## config.mk

```make
export PLATFORM = sky130hd
export DESIGN_NAME = traffic_conflict_monitor
export DESIGN_NICKNAME = d
export VERILOG_FILES = /design/src/rtl/traffic_conflict_monitor.sv
export SDC_FILE = /design/constraint.sdc
export NUM_CORES = 1
export LEC_CHECK = 0
export ABC_AREA = 1
export CORE_AREA = 2 2 69 87
export CTS_BUF_LIST = sky130_fd_sc_hd__clkbuf_16
export CTS_CLUSTER_SIZE = 20
export DETAILED_ROUTE_END_ITERATION = 6
export DIE_AREA = 0 0 71 89
export GPL_ROUTABILITY_DRIVEN = 0
export PLACE_DENSITY = 0.71
export SKIP_LAST_GASP = 1
export SLEW_MARGIN = 20
export SYNTH_ARGS = -nofsm -noshare
export SYNTH_HDL_FRONTEND = slang
export SYNTH_SLANG_ARGS = --single-unit
```

## constraint.sdc

```tcl
create_clock -name clk -period 3.4 [get_ports clk]
set_input_delay 0.68 -clock clk [delete_from_list [all_inputs] [get_ports clk]]
set_output_delay 0.68 -clock clk [all_outputs]
set_load 0.1 [all_outputs]
```

## src/rtl/traffic_conflict_monitor.sv

```systemverilog
// -----------------------------------------------------------------------------
// traffic_conflict_monitor
//
// Safety stage placed between the traffic light controller and the lamp
// drivers. Each cycle it checks the four direction lamp codes for illegal
// encodings, conflicting right-of-way, and yellow phases that were skipped or
// too short. Clean codes pass through with one register of latency. A
// confirmed fault latches a flashing all-red lockout that stays until an
// operator clear arrives with clean inputs. The clear is followed by a solid
// all-red recovery period.
//
// Ports
//   clk, rst                         clock (rising edge), async active-high reset
//   n/s/e/w_light_in [2:0]           lamp codes from the controller
//   fault_clr                        operator clear, sampled every cycle
//   n/s/e/w_light    [2:0]           registered lamp drive
//   fault                            high while in lockout
//   fault_code       [1:0]           last confirmed cause: 1 illegal, 2 conflict,
//                                    3 yellow violation
//   conflict_cnt     [7:0]           confirmed-fault count, saturates at 255
// -----------------------------------------------------------------------------
module traffic_conflict_monitor #(
    parameter int FILTER_CYCLES  = 2,
    parameter int FLASH_HALF     = 4,
    parameter int MIN_YELLOW     = 2,
    parameter int RECOVER_CYCLES = 8
) (
    input  logic       clk,
    input  logic       rst,
    input  logic [2:0] n_light_in,
    input  logic [2:0] s_light_in,
    input  logic [2:0] e_light_in,
    input  logic [2:0] w_light_in,
    input  logic       fault_clr,
    output logic [2:0] n_light,
    output logic [2:0] s_light,
    output logic [2:0] e_light,
    output logic [2:0] w_light,
    output logic       fault,
    output logic [1:0] fault_code,
    output logic [7:0] conflict_cnt
);

    localparam logic [2:0] LAMP_G   = 3'b001;
    localparam logic [2:0] LAMP_Y   = 3'b010;
    localparam logic [2:0] LAMP_R   = 3'b100;
    localparam logic [2:0] LAMP_OFF = 3'b000;

    localparam int FILT_W  = $clog2(FILTER_CYCLES + 1);
    localparam int FLASH_W = $clog2(2 * FLASH_HALF);
    localparam int REC_W   = $clog2(RECOVER_CYCLES + 1);
    localparam int YEL_W   = $clog2(MIN_YELLOW + 1);

    typedef enum logic [1:0] {ST_PASS, ST_CHECK, ST_LOCKOUT, ST_RECOVER} state_t;

    state_t               state_reg, state_next;
    logic [FILT_W-1:0]    filt_reg, filt_next;
    logic [FLASH_W-1:0]   flash_reg, flash_next;
    logic [REC_W-1:0]     rec_reg, rec_next;
    logic [1:0]           code_reg;
    logic [7:0]           cnt_reg;
    logic                 enter_lock;
    logic [1:0]           enter_code;

    // Index 0..3 = N, S, E, W.
    logic [2:0]           lamp_in [4];
    logic [2:0]           lamp_reg [4];
    logic [2:0]           lamp_next [4];
    logic [2:0]           prev_reg [4];
    logic [YEL_W-1:0]     run_reg [4];
    logic [3:0]           legal;
    logic [3:0]           non_red;
    logic [3:0]           yel_dir;

    logic                 illegal, conflict, level_viol, yel_viol;
    logic [1:0]           level_code;

    assign lamp_in[0] = n_light_in;
    assign lamp_in[1] = s_light_in;
    assign lamp_in[2] = e_light_in;
    assign lamp_in[3] = w_light_in;

    // Per-direction classification plus yellow history. The history runs in
    // every state so that the first PASS cycle after recovery already has a
    // valid previous code.
    genvar gi;
    generate
        for (gi = 0; gi < 4; gi++) begin : g_dir
            assign legal[gi]   = (lamp_in[gi] == LAMP_G) || (lamp_in[gi] == LAMP_Y) ||
                                 (lamp_in[gi] == LAMP_R);
            assign non_red[gi] = (lamp_in[gi] == LAMP_G) || (lamp_in[gi] == LAMP_Y);
            // Red straight after green, or red after a yellow run that was too short.
            assign yel_dir[gi] = (lamp_in[gi] == LAMP_R) &&
                                 ((prev_reg[gi] == LAMP_G) ||
                                  ((prev_reg[gi] == LAMP_Y) &&
                                   (run_reg[gi] < YEL_W'(MIN_YELLOW))));

            always_ff @(posedge clk or posedge rst) begin
                if (rst) begin
                    prev_reg[gi] <= LAMP_OFF;
                    run_reg[gi]  <= '0;
                end else begin
                    prev_reg[gi] <= lamp_in[gi];
                    if (lamp_in[gi] != LAMP_Y)
                        run_reg[gi] <= '0;
                    else if (run_reg[gi] != YEL_W'(MIN_YELLOW))
                        run_reg[gi] <= run_reg[gi] + YEL_W'(1);
                end
            end
        end
    endgenerate

    assign illegal    = ~&legal;
    assign conflict   = (non_red[0] | non_red[1]) & (non_red[2] | non_red[3]);
    assign level_viol = illegal | conflict;
    assign level_code = illegal ? 2'd1 : 2'd2;
    assign yel_viol   = |yel_dir;

    // State register and datapath registers.
    always_ff @(posedge clk or posedge rst) begin
        if (rst) begin
            state_reg <= ST_RECOVER;
            filt_reg  <= '0;
            flash_reg <= '0;
            rec_reg   <= '0;
            code_reg  <= 2'd0;
            cnt_reg   <= 8'd0;
            for (int i = 0; i < 4; i++) lamp_reg[i] <= LAMP_R;
        end else begin
            state_reg <= state_next;
            filt_reg  <= filt_next;
            flash_reg <= flash_next;
            rec_reg   <= rec_next;
            for (int i = 0; i < 4; i++) lamp_reg[i] <= lamp_next[i];
            if (enter_lock) begin
                code_reg <= enter_code;
                if (cnt_reg != 8'hFF) cnt_reg <= cnt_reg + 8'd1;
            end
        end
    end

    // Next-state logic.
    always_comb begin
        state_next = state_reg;
        filt_next  = filt_reg;
        flash_next = '0;
        rec_next   = '0;
        enter_lock = 1'b0;
        enter_code = level_code;
        case (state_reg)
            ST_PASS: begin
                if (yel_viol) begin
                    state_next = ST_LOCKOUT;
                    enter_lock = 1'b1;
                    enter_code = 2'd3;
                end else if (level_viol) begin
                    if (FILTER_CYCLES == 1) begin
                        state_next = ST_LOCKOUT;
                        enter_lock = 1'b1;
                    end else begin
                        state_next = ST_CHECK;
                        filt_next  = FILT_W'(1);
                    end
                end
            end
            ST_CHECK: begin
                if (!level_viol) begin
                    state_next = ST_PASS;
                end else if (filt_reg + FILT_W'(1) == FILT_W'(FILTER_CYCLES)) begin
                    state_next = ST_LOCKOUT;
                    enter_lock = 1'b1;
                end else begin
                    filt_next = filt_reg + FILT_W'(1);
                end
            end
            ST_LOCKOUT: begin
                if (fault_clr && !level_viol) begin
                    state_next = ST_RECOVER;
                end else if (flash_reg != FLASH_W'(2 * FLASH_HALF - 1)) begin
                    flash_next = flash_reg + FLASH_W'(1);
                end
            end
            default: begin // ST_RECOVER
                if (level_viol)
                    rec_next = '0;
                else if (rec_reg == REC_W'(RECOVER_CYCLES - 1))
                    state_next = ST_PASS;
                else
                    rec_next = rec_reg + REC_W'(1);
            end
        endcase
    end

    // Output logic: lamp register next value follows the state being entered.
    always_comb begin
        for (int i = 0; i < 4; i++) begin
            lamp_next[i] = LAMP_R;
            case (state_next)
                ST_PASS:    lamp_next[i] = lamp_in[i];
                ST_LOCKOUT: lamp_next[i] = (flash_next < FLASH_W'(FLASH_HALF)) ? LAMP_R : LAMP_OFF;
                default:    lamp_next[i] = LAMP_R;
            endcase
        end
    end

    assign fault        = (state_reg == ST_LOCKOUT);
    assign fault_code   = code_reg;
    assign conflict_cnt = cnt_reg;
    assign n_light      = lamp_reg[0];
    assign s_light      = lamp_reg[1];
    assign e_light      = lamp_reg[2];
    assign w_light      = lamp_reg[3];

endmodule

```

==> PnR_summary.wiki <==
{| class="wikitable"
! Metric !! Value
|-
| Crit path setup slack, layout || 950 ps
|-
| Post-placement setup slack || 895 ps
|-
| Max capacitance violation total || 0
|-
| Number of sinks handled by clock tree synthesis || 53
|-
| Worst-path cell chain || clkdlybuf4s50_1
|-
| Reg-to-reg slack, setup || 1850 ps
|-
| Per-cell routed wire length || 12.1 um
|-
| Number of buffers and inverters on the critical path || 1
|-
| Number of cells on the worst reg-to-reg path || 6
|-
| Power density over the cells || 416 nW/um^2
|-
| Hold violation count in the final report || 0
|-
| CTS H-Tree Depth || 2
|-
| Critical path's largest stage delay || 1130 ps
|-
| Maximum number of pins on one net before global-route repair || 46
|-
| Largest voltage drop on the vdd net || 0.000191 V
|-
| Kind of cell adding the most delay to the critical path || buffers and inverters
|-
| Cell accounting for the most synthesized area || sky130_fd_sc_hd__dfrtp_1
|-
| Final worst clock skew || 6.37 ps
|-
| Via-per-instance ratio || 4.94
|-
| Share of cells above drive strength 1 || 19.0%
|-
| Transition time at the pin with the least slew margin || 967 ps
|-
| Worst hold path depth || 1
|-
| Fraction of synthesized cell area taken by the top area cell type || 46.8%
|-
| DR iter-0 viols || 92
|-
| Root cell of the clock tree || sky130_fd_sc_hd__clkbuf_16
|-
| Fin nets || 334
|-
| Post-synthesis average cell area || 9.45 sq um
|-
| Total nets after synthesis || 290
|-
| Data arrival, critical path || 1770 ps
|-
| Inserted Clock Buffers || 5
|-
| Maximum number of buffers from clock root to sink || 2
|-
| Largest cells by area after synthesis || sky130_fd_sc_hd__dfrtp_1 (47%), sky130_fd_sc_hd__dfstp_2 (6.3%), sky130_fd_sc_hd__inv_1 (6.1%)
|-
| Final critical delay including setup and external delays || 2450 ps
|-
| Total of buffers placed on input and output ports || 37
|-
| Num ports || 38
|-
| Crit path required time || 2720 ps
|-
| Max transition margin || 35.4%
|-
| Critical R2R Capture || conflict_cnt[0]
|-
| Number of flops mapped to enable cells by yosys || 0
|-
| Syn Inst Count || 266
|-
| Status || completed
|-
| HPWL after detailed placement || 3470 um
|-
| Critical path endpoint category || output port
|-
| Total detailed-routing wirelength || 4530 um
|-
| RSZ-0062 raised after global routing || no
|-
| Leak || 1.58 nW
|-
| Tot GR Track Use || 15.8%
|-
| Die area || 6320 sq um
|-
| Number of warnings reported in the yosys synthesis log || 0
|-
| Final worst-path cycle share || 72.1%
|-
| Die height || 89 um
|-
| Ant. Diodes || 0
|-
| Type of the worst setup path || reg -> out
|-
| DR pass1 iterations || 4
|-
| Initial core utilization || 46.2%
|-
| DRC violations left || 0
|-
| Critical Path Start || w_light[0]
|-
| Clock tree from TritonCTS || yes
|-
| Post-CTS repair timing setup buffer count || 0
|-
| Site row count || 30
|-
| Total of endpoints with negative setup slack in the final report || 0
|-
| Endpoint with the worst hold slack || rec_reg[0]
|-
| Startpoint of the most critical hold path || rec_reg[0]
|-
| Number of distinct library cell variants in the gate-level netlist after synthesis || 29
|-
| Max-slew violations || 0
|-
| Flip-flop and latch count after synthesis || 53
|-
| Number of gates resized after CTS || 0
|-
| Via count of the first global-routing pass || 1817
|-
| Global route total overflow || 0
|-
| Final-layout worst hold slack || 482 ps
|-
| Beginning of the worst register-to-register path || state_reg[0]
|-
| Summed negative setup slack over all endpoints || 0 ps
|-
| Area Overhead vs Synth || 22.6%
|-
| Critical Path Start Type || flip-flop
|-
| Number of antenna violations at the first check in global routing || 0
|-
| DIE WIDTH || 71 um
|-
| Clock latency on the worst-skew pair || 290 ps
|-
| Remaining antenna violation count after routing || 0
|-
| Number of flip-flops under the largest register name || 12
|-
| Max stage delay cell, worst path || sky130_fd_sc_hd__clkdlybuf4s50_1
|-
| Std-Cell Core Area || 5440 sq um
|-
| Max Fclk || 0.408 GHz
|-
| First-pass GRT wire length || 7780 um
|-
| Fraction of the yosys area taken by sequential cells || 53.1%
|-
| Largest fanout on the critical path || 1
|-
| # hold bufs at CTS || 0
|-
| Cell area after synthesis || 2510 sq um
|-
| Clock slew at reported path FFs || 70 ps
|-
| Commonest register cell after synthesis || sky130_fd_sc_hd__dfrtp_1
|-
| Class of the tightest hold or removal check || reg -> reg
|-
| Via count || 1852
|-
| Share of synthesized flip-flops with an asynchronous set or reset || 100%
|}
metrics by stage:
stage	utilization (%)	cell area [sq um]	cells	power [mW]
2_1_floorplan	-	2510	266	0.700
4_1_cts	56.6	3080	375	1.29
3_5_place_dp	53.6	2920	367	0.735
5_1_grt	56.6	3080	375	1.33
3_3_place_gp	53.6	2920	367	0.733
6_report	56.6	3080	375	1.28
routing by layer:
metal / global-route usage, % / part of all wire [%]
met3: 2.59 / 3.2
met2: 26.8 / 49
met5: 0 / 0
met1: 19.6 / 46
met4: 8.06 / 2.4
placed cells by master (no fill, tap or decap):
cell type                         instances
sky130_fd_sc_hd__nand4_1                  4
sky130_fd_sc_hd__o21ai_2                  3
sky130_fd_sc_hd__bufinv_16                1
sky130_fd_sc_hd__nand2_1                 35
sky130_fd_sc_hd__o21ai_1                  4
sky130_fd_sc_hd__nor2_1                  34
sky130_fd_sc_hd__ha_1                     9
sky130_fd_sc_hd__inv_2                    6
sky130_fd_sc_hd__a21oi_1                  8
sky130_fd_sc_hd__dfrtp_1                 47
sky130_fd_sc_hd__dfstp_2                  6
sky130_fd_sc_hd__a211oi_1                 1
sky130_fd_sc_hd__xor2_1                   6
sky130_fd_sc_hd__clkdlybuf4s50_1         22
sky130_fd_sc_hd__a31oi_1                  2
sky130_fd_sc_hd__buf_4                   16
sky130_fd_sc_hd__xnor2_1                  5
sky130_fd_sc_hd__nand3_1                 25
sky130_fd_sc_hd__nor2_4                   2
sky130_fd_sc_hd__o22ai_1                  1
sky130_fd_sc_hd__and3_1                   1
sky130_fd_sc_hd__inv_1                   41
sky130_fd_sc_hd__nand2_2                  5
sky130_fd_sc_hd__nand3_2                  6
sky130_fd_sc_hd__o21ai_4                  2
sky130_fd_sc_hd__nor3b_1                  1
sky130_fd_sc_hd__clkbuf_16                5
sky130_fd_sc_hd__clkinv_2                 1
sky130_fd_sc_hd__nor4_1                   1
sky130_fd_sc_hd__nor3_1                   2
sky130_fd_sc_hd__o21ai_0                  2
sky130_fd_sc_hd__o21bai_1                 1
sky130_fd_sc_hd__nand2_4                  6
worst max path at each step:
stage | slack [ps] | end | cells after the start
after floorplan | 800 | fault | 2
after global placement | 890 | n_light[0] | 12
after detailed placement | 900 | conflict_cnt[1] | 12
after CTS | 940 | w_light[0] | 1
after global routing | 920 | w_light[0] | 1
final | 950 | w_light[0] | 1
cell families (layout without fill, tap and decap cells):
kind of cell | Yosys count | in the layout | synth area share [%]
xor+xnor | 11 | 11 | 3.83
fa+ha+maj | 9 | 9 | 4.48
compound gates | 24 | 24 | 6.47
buf+inv | 47 | 92 | 7.47
simple gates | 122 | 122 | 24.7
flops | 53 | 53 | 53.1
layout make-up:
cell class	count	area [sq um]
clock inverters	3	38.8
repair buffers	38	340
multi-input cells	166	992
well taps	64	80.1
fillers	480	2360
inverters	46	173
flip-flops and latches	53	1330
clock buffers	5	125
worst register-to-register path: stages, from the launching register on:
cell and delay, ps:
sky130_fd_sc_hd__dfstp_2 560, sky130_fd_sc_hd__inv_1 70, sky130_fd_sc_hd__nor3_1 300, sky130_fd_sc_hd__nand2_4 100, sky130_fd_sc_hd__nand2_4 100, sky130_fd_sc_hd__o21ai_4 150
sky130_fd_sc_hd__xnor2_1 160
cell usage after synthesis, drive strengths merged, types with 2 or more instances:
cell type	count
inv	46
nand3	31
nand4	4
xnor2	5
a21oi	8
o21ai	11
xor2	6
nand2	46
nor3	2
dfrtp	47
dfstp	6
a31oi	2
ha	9
nor2	36
report_power, final:
group | leakage [nW] | switching (mW) | internal [mW]
combinational | 0.809 | 0.0458 | 0.0300
clock | 0.0850 | 0.219 | 0.344
sequential | 0.685 | 0.00485 | 0.641
No activity file was read; power rests on OpenSTA's default activity.
